===== config.mk =====
export PLATFORM = sky130hd
export DESIGN_NAME = wav_sequencer_flat
export DESIGN_NICKNAME = d
export VERILOG_FILES = /design/src/rtl/wav_sequencer_pkg.sv /design/src/rtl/wav_sequencer_if.sv /design/src/rtl/wav_sequencer_prio_arbiter.sv /design/src/rtl/wav_sequencer.sv /design/src/flat_wrapper.sv
export SDC_FILE = /design/constraint.sdc
export NUM_CORES = 1
export LEC_CHECK = 0
export CAP_MARGIN = 0
export CORE_ASPECT_RATIO = 0.8
export CORE_UTILIZATION = 48
export CTS_CLUSTER_SIZE = 16
export DETAILED_ROUTE_END_ITERATION = 7
export HOLD_SLACK_MARGIN = 0.02
export PLACE_DENSITY_LB_ADDON = 0.15
export SYNTH_ARGS = -nofsm -noshare
export SYNTH_HDL_FRONTEND = slang
export SYNTH_SLANG_ARGS = --single-unit
export TNS_END_PERCENT = 1

===== constraint.sdc =====
create_clock -name CLK -period 8.7 [get_ports CLK]
set_input_delay 2.61 -clock CLK [delete_from_list [all_inputs] [get_ports CLK]]
set_output_delay 2.61 -clock CLK [all_outputs]
set_load 0.1 [all_outputs]

===== src/rtl/wav_sequencer_pkg.sv =====
// Shared definitions for the wave playback path: sequencer FSM encoding,
// default sample-rate divider and the silence level driven to the PWM stage.
package wav_pkg;

    typedef enum logic [1:0] {
        ST_IDLE    = 2'd0,
        ST_FETCH   = 2'd1,
        ST_CAPTURE = 2'd2,
        ST_WAIT    = 2'd3
    } wav_state_e;

    // 26 * 256 clocks per sample: 8 kHz from a 53.2 MHz clock
    localparam int DEFAULT_SAMPLE_DIV = 6656;

    localparam logic [7:0] SILENCE = 8'h00;

endpackage


===== src/rtl/wav_sequencer_if.sv =====
// Sample ROM read port. The sequencer is the only master of this port;
// the ROM returns data exactly one cycle after a read.
interface wav_sequencer_if #(
    parameter int ADDR_W = 20
);
    logic              mem_rd;
    logic [ADDR_W-1:0] mem_addr;
    logic [7:0]        mem_data;

    modport master (
        output mem_rd,
        output mem_addr,
        input  mem_data
    );

    modport slave (
        input  mem_rd,
        input  mem_addr,
        output mem_data
    );
endinterface


===== src/rtl/wav_sequencer_prio_arbiter.sv =====
// Combinational fixed-priority encoder: the lowest set request index wins.
module prio_arbiter #(
    parameter int N     = 4,
    parameter int IDX_W = 2
) (
    input  logic [N-1:0]     req,
    output logic             grant_valid,
    output logic [IDX_W-1:0] grant_idx
);

    // Scan from the top down so the lowest requesting index is the last write
    always_comb begin
        grant_valid = 1'b0;
        grant_idx   = '0;
        for (int i = N - 1; i >= 0; i--) begin
            if (req[i]) begin
                grant_valid = 1'b1;
                grant_idx   = IDX_W'(i);
            end
        end
    end

endmodule


===== src/rtl/wav_sequencer.sv =====
// Playback sequencer: latches clip triggers, arbitrates them by fixed
// priority and walks the sample ROM from start to end address of the granted
// clip at the sample rate, strobing each byte out to the PWM stage.
module wav_sequencer
    import wav_pkg::*;
#(
    parameter int NUM_CLIPS  = 4,
    parameter int ADDR_W     = 20,
    parameter int SAMPLE_DIV = DEFAULT_SAMPLE_DIV,
    localparam int IDX_W     = $clog2(NUM_CLIPS),
    localparam int DIV_W     = $clog2(SAMPLE_DIV)
) (
    input  logic                        CLK,
    input  logic                        rst_n,
    input  logic [NUM_CLIPS-1:0]        trig,
    input  logic                        stop,
    input  logic [NUM_CLIPS*ADDR_W-1:0] clip_start,
    input  logic [NUM_CLIPS*ADDR_W-1:0] clip_end,
    wav_sequencer_if.master             mem,
    output logic [7:0]                  sample,
    output logic                        sample_stb,
    output logic                        playing,
    output logic [IDX_W-1:0]            active_clip,
    output logic                        clip_done
);

    wav_state_e           state;
    logic [NUM_CLIPS-1:0] pending;
    logic [ADDR_W-1:0]    ptr;
    logic [DIV_W-1:0]     div;

    logic [NUM_CLIPS-1:0] arb_req;
    logic                 grant_valid;
    logic [IDX_W-1:0]     grant_idx;
    logic [NUM_CLIPS-1:0] grant_mask;
    logic [NUM_CLIPS-1:0] bypass_mask;
    logic [ADDR_W-1:0]    grant_start;
    logic [ADDR_W-1:0]    cur_end;
    logic                 div_last;
    logic                 in_capture;
    logic                 at_end;
    logic                 take_grant;

    assign in_capture  = (state == ST_CAPTURE);
    assign div_last    = (div == DIV_W'(SAMPLE_DIV - 1));
    assign cur_end     = clip_end[active_clip*ADDR_W +: ADDR_W];
    assign at_end      = (ptr >= cur_end);
    assign grant_start = clip_start[grant_idx*ADDR_W +: ADDR_W];

    // A trigger landing on the cycle a clip finishes must be able to win the
    // handover grant, so it bypasses the pending register during CAPTURE.
    assign arb_req = pending | (in_capture ? trig : '0);

    prio_arbiter #(
        .N     (NUM_CLIPS),
        .IDX_W (IDX_W)
    ) u_arb (
        .req         (arb_req),
        .grant_valid (grant_valid),
        .grant_idx   (grant_idx)
    );

    // Grants happen from IDLE, at a finishing CAPTURE, and at the end of WAIT
    // when the winner is the active clip (restart) or outranks it (preempt).
    always_comb begin
        take_grant = 1'b0;
        if (!stop && grant_valid) begin
            unique case (state)
                ST_IDLE:    take_grant = 1'b1;
                ST_CAPTURE: take_grant = at_end;
                ST_WAIT:    take_grant = div_last && (grant_idx <= active_clip);
                default:    take_grant = 1'b0;
            endcase
        end
    end

    assign grant_mask  = take_grant ? (NUM_CLIPS'(1) << grant_idx) : '0;
    assign bypass_mask = in_capture ? grant_mask : '0;

    // Pending requests: set by trig, cleared on grant; stop wipes everything
    always_ff @(posedge CLK or negedge rst_n) begin
        if (!rst_n) begin
            pending <= '0;
        end else if (stop) begin
            pending <= '0;
        end else begin
            pending <= (pending & ~grant_mask) | (trig & ~bypass_mask);
        end
    end

    // Sample-rate divider; a grant from IDLE or WAIT restarts the sample period.
    // A handover at CAPTURE keeps the running phase so the seam between
    // back-to-back clips keeps the same strobe spacing.
    always_ff @(posedge CLK or negedge rst_n) begin
        if (!rst_n) begin
            div <= '0;
        end else if ((take_grant && !in_capture) || div_last) begin
            div <= '0;
        end else begin
            div <= div + DIV_W'(1);
        end
    end

    // Playback FSM with registered ROM port and PWM-side outputs
    always_ff @(posedge CLK or negedge rst_n) begin
        if (!rst_n) begin
            state        <= ST_IDLE;
            ptr          <= '0;
            mem.mem_rd   <= 1'b0;
            mem.mem_addr <= '0;
            sample       <= SILENCE;
            sample_stb   <= 1'b0;
            playing      <= 1'b0;
            active_clip  <= '0;
            clip_done    <= 1'b0;
        end else if (stop) begin
            state      <= ST_IDLE;
            mem.mem_rd <= 1'b0;
            sample     <= SILENCE;
            sample_stb <= 1'b0;
            playing    <= 1'b0;
            clip_done  <= 1'b0;
        end else begin
            mem.mem_rd <= 1'b0;
            sample_stb <= 1'b0;
            clip_done  <= 1'b0;
            unique case (state)
                ST_IDLE: begin
                    sample <= SILENCE;
                    if (take_grant) begin
                        state        <= ST_FETCH;
                        active_clip  <= grant_idx;
                        ptr          <= grant_start;
                        mem.mem_rd   <= 1'b1;
                        mem.mem_addr <= grant_start;
                        playing      <= 1'b1;
                    end
                end
                ST_FETCH: begin
                    state <= ST_CAPTURE;
                end
                ST_CAPTURE: begin
                    sample     <= mem.mem_data;
                    sample_stb <= 1'b1;
                    if (at_end) begin
                        clip_done <= 1'b1;
                        if (take_grant) begin
                            state       <= ST_WAIT;
                            active_clip <= grant_idx;
                            ptr         <= grant_start;
                        end else begin
                            state   <= ST_IDLE;
                            playing <= 1'b0;
                        end
                    end else begin
                        state <= ST_WAIT;
                        ptr   <= ptr + ADDR_W'(1);
                    end
                end
                ST_WAIT: begin
                    if (div_last) begin
                        state      <= ST_FETCH;
                        mem.mem_rd <= 1'b1;
                        if (take_grant) begin
                            active_clip  <= grant_idx;
                            ptr          <= grant_start;
                            mem.mem_addr <= grant_start;
                        end else begin
                            mem.mem_addr <= ptr;
                        end
                    end
                end
                default: begin
                    state <= ST_IDLE;
                end
            endcase
        end
    end

endmodule

===== src/flat_wrapper.sv =====
// flat-port wrapper written by rule: the top's interface ports become plain ports
module wav_sequencer_flat import wav_pkg::*;
#(
    parameter int NUM_CLIPS  = 4,
    parameter int ADDR_W     = 20,
    parameter int SAMPLE_DIV = DEFAULT_SAMPLE_DIV,
    localparam int IDX_W     = $clog2(NUM_CLIPS),
    localparam int DIV_W     = $clog2(SAMPLE_DIV)
)
  (CLK, rst_n, trig, stop, clip_start, clip_end, sample, sample_stb, playing, active_clip, clip_done, mem_mem_rd, mem_mem_addr, mem_mem_data);
  wav_sequencer_if #(.ADDR_W(ADDR_W)) mem_i ();
  input  logic CLK;
  input  logic rst_n;
  input  logic [NUM_CLIPS-1:0] trig;
  input  logic stop;
  input  logic [NUM_CLIPS*ADDR_W-1:0] clip_start;
  input  logic [NUM_CLIPS*ADDR_W-1:0] clip_end;
  output logic [7:0] sample;
  output logic sample_stb;
  output logic playing;
  output logic [IDX_W-1:0] active_clip;
  output logic clip_done;
  output wire logic [$bits(mem_i.mem_rd)-1:0] mem_mem_rd;
  output wire logic [$bits(mem_i.mem_addr)-1:0] mem_mem_addr;
  input wire logic [$bits(mem_i.mem_data)-1:0] mem_mem_data;
  assign mem_mem_rd = mem_i.mem_rd;
  assign mem_mem_addr = mem_i.mem_addr;
  assign mem_i.mem_data = mem_mem_data;
  wav_sequencer #(.NUM_CLIPS(NUM_CLIPS), .ADDR_W(ADDR_W), .SAMPLE_DIV(SAMPLE_DIV)) u_core (.CLK(CLK), .rst_n(rst_n), .trig(trig), .stop(stop), .clip_start(clip_start), .clip_end(clip_end), .mem(mem_i), .sample(sample), .sample_stb(sample_stb), .playing(playing), .active_clip(active_clip), .clip_done(clip_done));
endmodule

==> metrics.csv, run 1 <==
metric,value,unit
hold_buffers,0,
crit_family,compound AO/OA/AOI/OAI gates,
yosys.area_share.xor_xnor,1.783,%
coreArea,10930,um2
dr_total_vias,5648,
synth_nets,763,
synth_area,5404,um2
cts_tree,yes,
drive_gt1_share,10.03,%
cts_resized,0,
netlist.area_leader.share,33.80,%
crit_buf_inv,2,
grt_first_pass_wirelength,27900,um
finalSetupViolations,0,
post-place-ws,2478,ps
synthAdderAreaFrac,6.715,%
dp_cells,886,
die_x,120.6,um
post-route-worst-setup-slack,2787,ps
synth_top_area_cell,dfrtp_1,
syn_to_final_growth,45.31,%
finalHoldViolations,0,
pin_count,209,
start_kind,input pin,
synth_compound_area_share,26.72,%
crit_path_end_kind,flop,
syn_inst,559,
drtIter0Drc,557,
grt_max_degree,74,
portBuffers,208,
wl,17470,um
rsz0062_at_grt,no,
antenna_found_initial,0,
arrival,6070,ps
via_per_inst,6.262,
clk_path_buf_depth,2,
synth_edf_count,0,
outcome,completed,
final_max_slew_viol_count,0,
fmax,0.1691,GHz
dr.pass1.iters,6,
min_period,5913,ps
fp-row-count,34,
grtUsageTotal,30.45,%
design_area,7853,um2
critPathMaxStageDelay,1050,ps
clk_pin_slew,60,ps
synth.distinct_cells,71,
synth_top_family_by_area,compound AO/OA/AOI/OAI gates,
cts_root_buf,clkbuf_16,
slew-limit-headroom,9.838,%
path_cells,"clkdlybuf4s50_1, o21a_1, nor3_2, nand2_1, inv_1, ha_1, nor2b_1, a2bb2oi_1, o21ai_2, o21a_4, o21ai_4, o21ai_0, nor2_1",
start_util,49.43,%
ys.flop_type,dfrtp_1,
dieArea,11690,um2
hpwlAfterDp,13350,um
fin_skew,6.518,ps
synth-warning-count,0,
period_share,67.96,%
die_h,96.90,um
drv_cap,0,
grt.overflow.total,0,
tightestPinTransition,1338,ps
irDropWorstVdd,0.0002645,V
htree_num_levels,3,
power_density,313.6,nW/um2
ys_seq_area_share,33.80,%
gp_congestion,0.8934,
drcViolationCount,0,
crit_slowest_cell,o21ai_0,
place_area,7532,um2
cts_buffers,9,
synth_area_leaders,"dfrtp_1 34%, mux4_2 8.3%, ha_1 6.7%",
post_drt_wl_per_cell,19.37,um
fin_cells,902,
avgSynthCellArea,9.667,um2
synth-async-reset-ratio,100.0,%
cts.sinks,73,
finalNetCount,957,
postCtsSetupBuffers,0,
synth-seq-cells,73,
yosys-mux-area-fraction,9.169,%
critical_path.max_fanout,12,
min_path_type,flop to flop,
first_global_vias,5614,
antenna_left,0,
synth_simple_gate_area_share,16.07,%
diodes,0,
setup_tns,0,ps
crit_required,8860,ps
p_leak,3.155,nW
crit_type,input pin to flop,
clkLatencyLatePin,340,ps
[through the flow]
| step | hold slack [ps] | total power [W] | util (%) |
|---|---|---|---|
| floorplan | 447.9 | 0.001646 | - |
| global placement | 464.1 | 0.002003 | 68.89 |
| detailed placement | 485.3 | 0.002045 | 68.89 |
| CTS | 493.2 | 0.002453 | 71.82 |
| global route | 519.8 | 0.002597 | 71.82 |
| finish | 485.5 | 0.002463 | 71.82 |
[sequential cells by signal, indices dropped and copies added (netlist names)]
register	count
u_core.active_clip	2
u_core.clip_done	1
u_core.div	13
u_core.mem.mem_addr	20
u_core.mem.mem_rd	1
u_core.pending	4
u_core.playing	1
u_core.ptr	20
u_core.sample	8
u_core.sample_stb	1
u_core.state	2
[report_power, final]
part | total, W | internal [W] | switching [W]
Sequential | 0.000607 | 0.000449 | 0.000158
Clock | 0.000402 | 0.000252 | 0.000150
Combinational | 0.00145 | 0.000535 | 0.000919
Total | 0.00246 | 0.00124 | 0.00123
[worst reg2reg max path: cells and delay by family, from the launching register on]
family / cells / cell delay [ps]
compound gates: 6 / 2080
buf+inv: 2 / 300
simple gates: 4 / 530
flops: 1 / 420
fa+ha+maj: 2 / 1080
[cells in the mapped netlist (3+ instances only)]
library cell,number
a22oi_1,9
xnor2_1,5
o221a_2,8
a31oi_1,3
a21oi_1,35
o22ai_1,4
mux2_2,4
o211ai_1,3
nor2_1,63
dfrtp_1,73
a221oi_1,24
a22o_1,20
nand4_1,12
nand2_1,34
a221o_1,16
and3_1,11
clkbuf_1,9
inv_1,37
o21ai_0,15
a211oi_1,6
buf_2,11
nor4_1,3
nand3_1,26
mux4_2,20
nor3_1,9
xor2_1,6
buf_6,5
ha_1,29
and4_1,5
[path summary, 6_finish.rpt]
check	from	to	slack (ps)	cells past startpoint
setup / recovery	trig[1]	u_core.div[11]	2790	13
hold / removal	u_core.div[0]	u_core.div[0]	490	1
setup reg to reg	u_core.state[0]	u_core.div[11]	4120	14
hold reg to reg	u_core.div[0]	u_core.div[0]	490	1
max in group asynchronous	rst_n	u_core.mem.mem_addr[12]	5590	2
min in group asynchronous	rst_n	u_core.div[2]	2500	2
[per-layer routing]
metal  global-route usage [%]  wire length (um)  vias up  part of all wire (%)
li1                         -                 -     2552                     -
met1                    40.92              7142     2673                    41
met2                    49.34              8262      381                    47
met3                    6.427              1677       42                   9.6
met4                    9.117               388        0                   2.2
met5                        0                 0        -                     0
[logic make-up (layout without fill, tap and decap cells)]
kind of cell | count (synthesis) | count (layout)
compound gates | 177 | 177
xor+xnor | 11 | 11
fa+ha+maj | 29 | 29
buf+inv | 67 | 266
flops | 73 | 73
mux | 24 | 24
simple gates | 178 | 178
[layout by cell type (no fill, tap or decap), types with 5 or more instances in the layout]
master	count
a21oi_1	34
a22oi_1	9
a221oi_1	24
clkbuf_16	9
a221o_1	16
and3_1	11
o21ai_0	15
nand3_1	26
mux4_2	20
ha_1	29
a22o_1	20
xor2_1	6
dfrtp_1	73
and4_1	5
xnor2_1	5
o221a_2	8
inv_1	37
nor2_1	63
a211oi_1	6
nor3_1	8
nand4_1	12
clkdlybuf4s50_1	207
nand2_1	34
[area by class of cell]
class,count,area (um2)
sequential,73,1827
tap,144,180.2
fill,789,3080
clock buffer,10,229.0
multi-input combinational,419,3276
inverter,38,142.6
timing repair buffer,212,2107
clock inverter,6,91.34
Power figures use the tool's default switching activity.
==> run 2, diff against run 1 <==
CORE_UTILIZATION = 45   (was 48)
clock period = 5.6 ns   (was 8.7 ns; I/O delays follow)
==> run 2 against run 1 <==
  * Wire length grew 2.4%
  * Non-clock buffer count grew 4
  * Total power grew 56%
  * Combinational power grew 57%
  * Global-route usage shrank 1.6 points
  * Sequential share of layout area shrank 0.059 points
  * First-iteration DRC count shrank 7.2%
  * Cell count grew 0.89%
  * Flip-flop and latch count is the same
  * Critical path type unchanged
==> metrics.csv, run 2 (same netlist as run 1, synthesis figures left out) <==
metric,value,unit,change
p_leak,3.177,nW,was 3.155 nW
syn_to_final_growth,45.68,%,was 45.31%
drcViolationCount,0,,unchanged
setup_tns,0,ps,unchanged
postCtsSetupBuffers,0,,unchanged
fin_cells,910,,was 902
gp_congestion,0.8689,,was 0.8934
fmax,0.1985,GHz,
r2r-start,u_core.state[0],,unchanged
cts_root_buf,clkbuf_16,,unchanged
worstSetupStartpoint,trig[1],,unchanged
cts_resized,0,,unchanged
grt_busiest_layer,met2,,unchanged
start_util,46.57,%,was 49.43%
cts_buffers,9,,unchanged
crit_required,5760,ps,was 8860 ps
pin_count,209,,unchanged
grt.overflow.total,0,,unchanged
clk_pin_slew,50,ps,was 60 ps
arrival,5200,ps,was 6070 ps
clkLatencyLatePin,340,ps,about the same
critical_path.max_fanout,12,,unchanged
drive_gt1_share,10.10,%,was 10.03%
fin_skew,7.520,ps,was 6.518 ps
htree_num_levels,3,,unchanged
finalNetCount,961,,was 957
drv_cap,0,,unchanged
antenna_found_initial,0,,unchanged
met1_usage,37.55,%,was 40.92%
finalSetupViolations,0,,unchanged
outcome,completed,,unchanged
dr_total_vias,5624,,"was 5,648"
reg2reg_depth,12,,was 14
die_x,124.5,um,was 120.6 um
min_period,5038,ps,
clk_path_buf_depth,2,,unchanged
portBuffers,208,,unchanged
mostFrequentLayoutCells,"207 x clkdlybuf4s50_1, 73 x dfrtp_1, 63 x nor2_1, 37 x inv_1",,unchanged
cts_tree,yes,,unchanged
dp_cells,894,,was 886
period_share,89.97,%,
final_max_slew_viol_count,0,,unchanged
wl,17890,um,"was 17,470 um"
start_kind,input pin,,unchanged
hpwlAfterDp,13640,um,"was 13,350 um"
antenna_left,0,,unchanged
whs_endpoint,u_core.div[0],,unchanged
slew-limit-headroom,7.328,%,was 9.838%
hold_path_depth,1,,unchanged
via_per_inst,6.180,,was 6.262
irDropWorstVdd,0.0002950,V,was 0.0002645 V
dieArea,12450,um2,"was 11,690 um2"
grtUsageMet2,47.64,%,was 49.34%
r2r_slack,960,ps,was 4120 ps
tightestPinTransition,1376,ps,was 1338 ps
crit_type,input pin to flop,,unchanged
dr.pass1.iters,6,,unchanged
grt_use_met3,7.569,%,was 6.427%
cts.sinks,73,,unchanged
first_global_vias,5601,,"was 5,614"
final_common_cell,clkdlybuf4s50_1,,unchanged
drtIter0Drc,517,,was 557
timing.rr.end,u_core.div[6],,was u_core.div[11]
diodes,0,,unchanged
largestRegisters,"u_core.mem.mem_addr: 20 flops, u_core.ptr: 20 flops, u_core.div: 13 flops",,unchanged
grt_max_degree,45,,was 74
power_density,487.4,nW/um2,was 313.6 nW/um2
die_h,100.0,um,was 96.90 um
grtUsageTotal,28.84,%,was 30.45%
hold_buffers,0,,unchanged
fp-row-count,35,,was 34
crit_path_end_kind,flop,,unchanged
post_drt_wl_per_cell,19.66,um,was 19.37 um
finalHoldViolations,0,,unchanged
rsz0062_at_grt,no,,unchanged
min_path_type,flop to flop,,unchanged
worst_hold_startpoint,u_core.div[0],,unchanged
coreArea,11600,um2,"was 10,930 um2"
grt_first_pass_wirelength,28380,um,"was 27,900 um"
## run 2: cell type report
class	instances	area (um2)
well taps	148	185.2
multi-input cells	419	3276
clock inverters	3	65.06
flip-flops and latches	73	1827
inverters	38	142.6
fillers	931	3732
clock buffers	13	240.2
repair buffers	216	2137
## run 2: worst max path at each step
| stage | end | slack, ps | cells after the start |
|---|---|---|---|
| floorplan | u_core.ptr[0] | 1390 | 12 |
| global placement | u_core.div[12] | 500 | 11 |
| detailed placement | u_core.div[6] | 330 | 11 |
| CTS | u_core.div[6] | 660 | 13 |
| global route | u_core.div[6] | 390 | 13 |
| finish | u_core.div[6] | 560 | 13 |
## run 2: per-stage QoR
step                      hold WS [ps]  cell area (um2)  setup WS (ps)  util, %  total power (W)
after CTS                        489.3             7873          663.9    67.84         0.003825
after global placement           463.8             7567          499.3    65.21         0.003139
after detailed placement         482.0             7567          332.1    65.21         0.003197
after floorplan                  447.9             5404           1392        -         0.002558
after global routing             516.0             7873          394.9    67.84         0.004058
final                            485.8             7873          561.9    67.84         0.003837
## run 2: report_power, final
part / total (W) / internal (W) / switching [W]
Combinational: 0.00228 / 0.000836 / 0.00144
Clock: 0.000611 / 0.000390 / 0.000221
Sequential: 0.000948 / 0.000698 / 0.000250
## run 2: layer usage
layer | up-vias | routed length (um)
li1 | 2568 | -
met1 | 2743 | 7690
met2 | 281 | 8490
met3 | 32 | 1469
met4 | 0 | 243
met5 | - | 0
## run 2: critical path, cell delays in order
cell and delay [ps]:
clkdlybuf4s50_1 470, o21a_1 230, nor3_2 160, nand2_1 90, inv_1 130, ha_1 260, nor2b_1 140, a2bb2oi_1 140
o21ai_2 350, o21a_4 220, o21ai_4 100, o21ai_0 1080, nor2_1 140
==> run 3, diff against run 2 <==
SKIP_LAST_GASP = 1   (was not set)
SLEW_MARGIN = 25   (was not set)
==> run 3 against run 2 <==
  * Hold slack about the same
  * Clock power about the same
  * Critical path type unchanged
  * Largest cell class unchanged
  * Combinational power about the same
  * Highest routed layer unchanged
  * Fmax up 3.1%
  * Total power about the same
  * Utilization up 0.065 points
  * Sequential power about the same
  * First-iteration DRC count down 7.0%
  * Design area about the same
  * Largest power group unchanged
  * Register-to-register slack better by 120 ps
  * Count of clock-buffer cells in the layout unchanged
  * Clock skew about the same
==> metrics.csv, run 3 (same netlist as run 1, synthesis figures left out) <==
metric,value,unit,change
post_drt_wl_per_cell,19.67,um,was 19.66 um
p_leak,3.178,nW,was 3.177 nW
dr_total_vias,5654,,"was 5,624"
fmax,0.2046,GHz,was 0.1985 GHz
clkLatencyLatePin,340,ps,about the same
cts_tree,yes,,unchanged
timing.rr.end,u_core.ptr[3],,was u_core.div[6]
hold_path_depth,1,,unchanged
wl,17900,um,"was 17,890 um"
hold_slack,486.0,ps,was 485.8 ps
drcViolationCount,0,,unchanged
grt.overflow.total,0,,unchanged
drv_cap,0,,unchanged
finalHoldViolations,0,,unchanged
critPathMaxStageDelay,780,ps,was 1080 ps
place_area,7567,um2,unchanged
grt_max_degree,45,,unchanged
tightestPinTransition,1005,ps,was 1376 ps
cts_resized,0,,unchanged
irDropWorstVdd,0.0002957,V,was 0.0002950 V
cts_buffers,9,,unchanged
htree_num_levels,3,,unchanged
min_period,4887,ps,was 5038 ps
postCtsSetupBuffers,0,,unchanged
rsz0062_at_grt,no,,unchanged
drive_gt1_share,10.10,%,unchanged
grtUsageTotal,28.84,%,unchanged
crit_slowest_cell,nor3_4,,was o21ai_0
grt_first_pass_wirelength,28380,um,unchanged
clk_pin_slew,60,ps,was 50 ps
die_x,124.5,um,unchanged
setup_tns,0,ps,unchanged
design_area,7880,um2,was 7873 um2
via_per_inst,6.213,,was 6.180
antenna_found_initial,0,,unchanged
dieArea,12450,um2,unchanged
pin_count,209,,unchanged
outcome,completed,,unchanged
fin_skew,7.316,ps,was 7.520 ps
die_h,100.0,um,unchanged
clk_path_buf_depth,2,,unchanged
cts.sinks,73,,unchanged
crit_required,5830,ps,was 5760 ps
r2r-start,u_core.state[0],,unchanged
mostFrequentLayoutCells,"207 x clkdlybuf4s50_1, 73 x dfrtp_1, 63 x nor2_1, 37 x inv_1",,unchanged
worst_hold_startpoint,u_core.div[0],,unchanged
hold_buffers,0,,unchanged
fp-row-count,35,,unchanged
power_density,487.3,nW/um2,was 487.4 nW/um2
final_common_cell,clkdlybuf4s50_1,,unchanged
portBuffers,208,,unchanged
reg2reg_depth,12,,unchanged
critical_path.max_fanout,18,,was 12
dr.pass1.iters,5,,was 6
gp_congestion,0.8689,,unchanged
drtIter0Drc,481,,was 517
min_path_type,flop to flop,,unchanged
slew-limit-headroom,32.82,%,was 7.328%
first_global_vias,5601,,unchanged
start_util,46.57,%,unchanged
fillers,928,,was 931
crit_type,input pin to flop,,unchanged
period_share,87.27,%,was 89.97%
finalNetCount,961,,unchanged
cts_root_buf,clkbuf_16,,unchanged
whs_endpoint,u_core.div[0],,unchanged
r2r_slack,1080,ps,was 960 ps
crit_path_end_kind,flop,,unchanged
finalSetupViolations,0,,unchanged
coreArea,11600,um2,unchanged
largestRegisters,"u_core.mem.mem_addr: 20 flops, u_core.ptr: 20 flops, u_core.div: 13 flops",,unchanged
arrival,5120,ps,was 5200 ps
path_cells,"clkdlybuf4s50_1, a21oi_1, o21ai_0, nand2_1, ha_1, a2bb2oi_1, o21ai_2, o21ai_1, nor3_4, a22oi_1, o21a_1",,"was clkdlybuf4s50_1, o21a_1, nor3_2, nand2_1, inv_1, ha_1, nor2b_1, a2bb2oi_1, o21ai_2, o21a_4, o21ai_4, o21ai_0, nor2_1"
final_max_slew_viol_count,0,,unchanged
diodes,0,,unchanged
syn_to_final_growth,45.82,%,was 45.68%
start_kind,input pin,,unchanged
hpwlAfterDp,13640,um,about the same
antenna_left,0,,unchanged
==> run 3: area by class of cell <==
| class | instances | area (um2) | area share [%] |
|---|---|---|---|
| well taps | 148 | 185.2 | 2.350 |
| flip-flops and latches | 73 | 1827 | 23.18 |
| multi-input cells | 419 | 3283 | 41.66 |
| clock buffers | 13 | 240.2 | 3.049 |
| repair buffers | 216 | 2137 | 27.12 |
| clock inverters | 3 | 65.06 | 0.8257 |
| inverters | 38 | 142.6 | 1.810 |
==> run 3: how the worst max path moves through the flow <==
stage,to,slack [ps],startpoint,cells past startpoint
after floorplan,u_core.ptr[0],1390,u_core.active_clip[0],12
after global placement,u_core.div[12],500,clip_end[63],11
after detailed placement,u_core.ptr[3],490,clip_end[67],12
after CTS,u_core.ptr[3],850,clip_end[67],12
after global routing,u_core.ptr[3],510,trig[3],11
final,u_core.ptr[3],710,trig[3],11
==> run 3: layer usage <==
metal / global-route usage, % / wire (um)
met4: 8.063 / 241
met2: 47.64 / 8504
met3: 7.569 / 1535
met5: 0 / 0
met1: 37.55 / 7623
==> run 3: critical path, delay by kind of cell <==
family / cells / cell delay (ps)
AOI/OAI and AO/OA: 7 / 1560
adders and majority gates: 1 / 340
buffers and inverters: 1 / 550
and+or+nand+nor: 2 / 990
==> run 3: stage by stage <==
stage | worst slack, ps | instances | utilization, % | power, W
floorplan | 1392 | 559 | - | 0.002558
global placement | 499.3 | 894 | 65.21 | 0.003139
detailed placement | 488.6 | 894 | 65.21 | 0.003197
CTS | 849.7 | 910 | 67.84 | 0.003825
global route | 512.8 | 910 | 67.90 | 0.004061
finish | 712.7 | 910 | 67.90 | 0.003840
==> run 3: where the power goes <==
group,switching [W],leakage (nW),internal (W)
logic,0.00144,2.12,0.000837
registers,0.000248,0.912,0.000698
clock network,0.000222,0.148,0.000390
total,0.00192,3.18,0.00192
==> RTL change: new RTL, settings of run 3 <==
Register the output `active_clip` once more, without a reset; this adds one clock of latency there. The other outputs are not delayed to match.
--- a/src/rtl/wav_sequencer.sv
+++ b/src/rtl/wav_sequencer.sv
@@ -25,4 +25,6 @@
 );
 
+    logic [IDX_W-1:0] active_clip_s0;
+
     wav_state_e           state;
     logic [NUM_CLIPS-1:0] pending;
@@ -44,5 +46,5 @@
     assign in_capture  = (state == ST_CAPTURE);
     assign div_last    = (div == DIV_W'(SAMPLE_DIV - 1));
-    assign cur_end     = clip_end[active_clip*ADDR_W +: ADDR_W];
+    assign cur_end     = clip_end[active_clip_s0*ADDR_W +: ADDR_W];
     assign at_end      = (ptr >= cur_end);
     assign grant_start = clip_start[grant_idx*ADDR_W +: ADDR_W];
@@ -69,5 +71,5 @@
                 ST_IDLE:    take_grant = 1'b1;
                 ST_CAPTURE: take_grant = at_end;
-                ST_WAIT:    take_grant = div_last && (grant_idx <= active_clip);
+                ST_WAIT:    take_grant = div_last && (grant_idx <= active_clip_s0);
                 default:    take_grant = 1'b0;
             endcase
@@ -112,5 +114,5 @@
             sample_stb   <= 1'b0;
             playing      <= 1'b0;
-            active_clip  <= '0;
+            active_clip_s0 <= '0;
             clip_done    <= 1'b0;
         end else if (stop) begin
@@ -130,5 +132,5 @@
                     if (take_grant) begin
                         state        <= ST_FETCH;
-                        active_clip  <= grant_idx;
+                        active_clip_s0 <= grant_idx;
                         ptr          <= grant_start;
                         mem.mem_rd   <= 1'b1;
@@ -147,5 +149,5 @@
                         if (take_grant) begin
                             state       <= ST_WAIT;
-                            active_clip <= grant_idx;
+                            active_clip_s0 <= grant_idx;
                             ptr         <= grant_start;
                         end else begin
@@ -163,5 +165,5 @@
                         mem.mem_rd <= 1'b1;
                         if (take_grant) begin
-                            active_clip  <= grant_idx;
+                            active_clip_s0 <= grant_idx;
                             ptr          <= grant_start;
                             mem.mem_addr <= grant_start;
@@ -178,3 +180,7 @@
     end
 
+    always_ff @(posedge CLK) begin
+        active_clip <= active_clip_s0;
+    end
+
 endmodule
Function: changed (a bounded check fails within 4 cycles, from zero or initial values and one cycle with rst_n low).
==> RTL change against run 3 <==
Sequential cell count increased by 2. Core utilization up 0.73 points. Setup slack worse by 0.033 ns. Wire length up 1.2%. Count of clock-buffer cells in the layout is 3 lower. Power shrank 1.1%. Via count shrank 1.1%. First-iteration DRC count shrank 11%. Global-route usage increased by 0.29 points. Area after synthesis up 0.25%. Maximum frequency decreased by 0.67%. Register-to-register slack gained 0.22 ns. Final area rose by 1.1%. Non-clock buffer count is 10 higher. Critical path type unchanged. Largest cell class unchanged. Highest routed layer unchanged.
==> RTL change: results <==
export IMPL_outcome="finished, final reports clean"
export IMPL_postCtsSetupBuffers=0
export IMPL_drtIter0Drc=426
export IMPL_first_pass_iters=5
export IMPL_met2_usage_pct=47.9
export IMPL_fin_nets=964
export IMPL_yosys_warnings=0
export IMPL_io_buffers=208
export IMPL_post_cts_resize_count=0
export IMPL_antenna_found_initial=0
export IMPL_synth_fa_ha_area_share_pct=6.70
export IMPL_clock_tree_root_cell="clkbuf_16"
export IMPL_relSlewSlack_pct=32.8
export IMPL_place_detailed_hpwl_mm=13.9
export IMPL_htreeDepth=3
export IMPL_max_vdd_ir_drop_uv=395
export IMPL_via_count=5593
export IMPL_grt_pass1_wl_mm=28.7
export IMPL_synth_nets=761
export IMPL_gr_usage_met3_pct=5.97
export IMPL_worst_path_max_delay_cell="o21ai_0"
export IMPL_grt_max_degree=40
export IMPL_synth_area_top_cells="dfrtp_1 (34%), mux4_2 (8.3%), ha_1 (6.7%), a221o_1 (4.2%), a222oi_1 (3.0%)"
export IMPL_post_dp_cell_area_um2=7670
export IMPL_cp_max_fo=10
export IMPL_synth_seq_area_share_pct=34.5
export IMPL_layout_drive_gt1_share_pct=11.1
export IMPL_wl_per_cell_um=19.8
export IMPL_grt_use_total_pct=29.1
export IMPL_slowest_delay_ns=0.69
export IMPL_synthArstFlopShare_pct=97.3
export IMPL_cts_buffers=9
export IMPL_cts_path_max_buffers=2
export IMPL_arrival_ns=5.14
export IMPL_place_congestion=0.908
export IMPL_yosysUniqueCellTypes=69
export IMPL_clk_latency_ns=0.34
export IMPL_fill_cells=893
export IMPL_synthMuxAreaShare_pct=9.08
export IMPL_synth_compound_area_share_pct=26.1
export IMPL_leakage_nw=3.24
export IMPL_top_regs="u_core.mem.mem_addr: 20 flops, u_core.ptr: 20 flops, u_core.div: 13 flops"
export IMPL_hold_path_class="register to register"
export IMPL_fin_skew_ns=0.00900
export IMPL_synthTopCellsByCount="dfrtp_1 (73), nor2_1 (40), nand2_1 (38)"
export IMPL_clk_pin_slew_ns=0.06
export IMPL_crit_family="compound AO/OA/AOI/OAI gates"
export IMPL_n_antenna_cell=0
export IMPL_grtUsageMet1_pct=39.3
export IMPL_synth_xor_area_share_pct=1.78
-- RTL change: where the power goes --
| part | switching [W] | total [W] | internal, W |
|---|---|---|---|
| sequential | 0.000263 | 0.000979 | 0.000717 |
| combinational | 0.00139 | 0.00223 | 0.000840 |
| clock | 0.000244 | 0.000589 | 0.000345 |
-- RTL change: cell type report --
| cell class | count | area share, % |
|---|---|---|
| flip-flops and latches | 75 | 23.5 |
| clock inverters | 6 | 0.801 |
| clock buffers | 10 | 2.87 |
| well taps | 148 | 2.32 |
| inverters | 37 | 1.74 |
| multi-input cells | 411 | 40.9 |
| repair buffers | 226 | 27.9 |
-- RTL change: stage by stage --
step	total power (W)	util, %	setup slack, ns	hold slack, ns	std cells
2_1_floorplan	0.00250	-	1.46	0.391	557
3_3_place_gp	0.00316	66.1	0.626	0.462	897
3_5_place_dp	0.00320	66.1	0.385	0.479	897
4_1_cts	0.00379	68.6	0.763	0.487	913
5_1_grt	0.00403	68.6	0.454	0.516	913
6_report	0.00380	68.6	0.680	0.492	913
-- RTL change: routing by layer --
layer	wire (µm)	part of all wire, %
met3	1260	7.0
met4	207	1.1
met5	0	0
met2	8600	47
met1	8050	44
-- RTL change: final timing paths --
| path | end | depth (start not counted) | startpoint | slack, ns |
|---|---|---|---|---|
| max | u_core.ptr[4] | 11 | clip_end[62] | 0.68 |
| min | u_core.div[0] | 1 | u_core.div[0] | 0.49 |
| max reg2reg | u_core.ptr[1] | 12 | u_core.state[0] | 1.30 |
| min reg2reg | u_core.div[0] | 1 | u_core.div[0] | 0.49 |
| max in group asynchronous | u_core.active_clip_s0[0] | 2 | rst_n | 3.09 |
| min in group asynchronous | u_core.div[4] | 1 | rst_n | 1.47 |
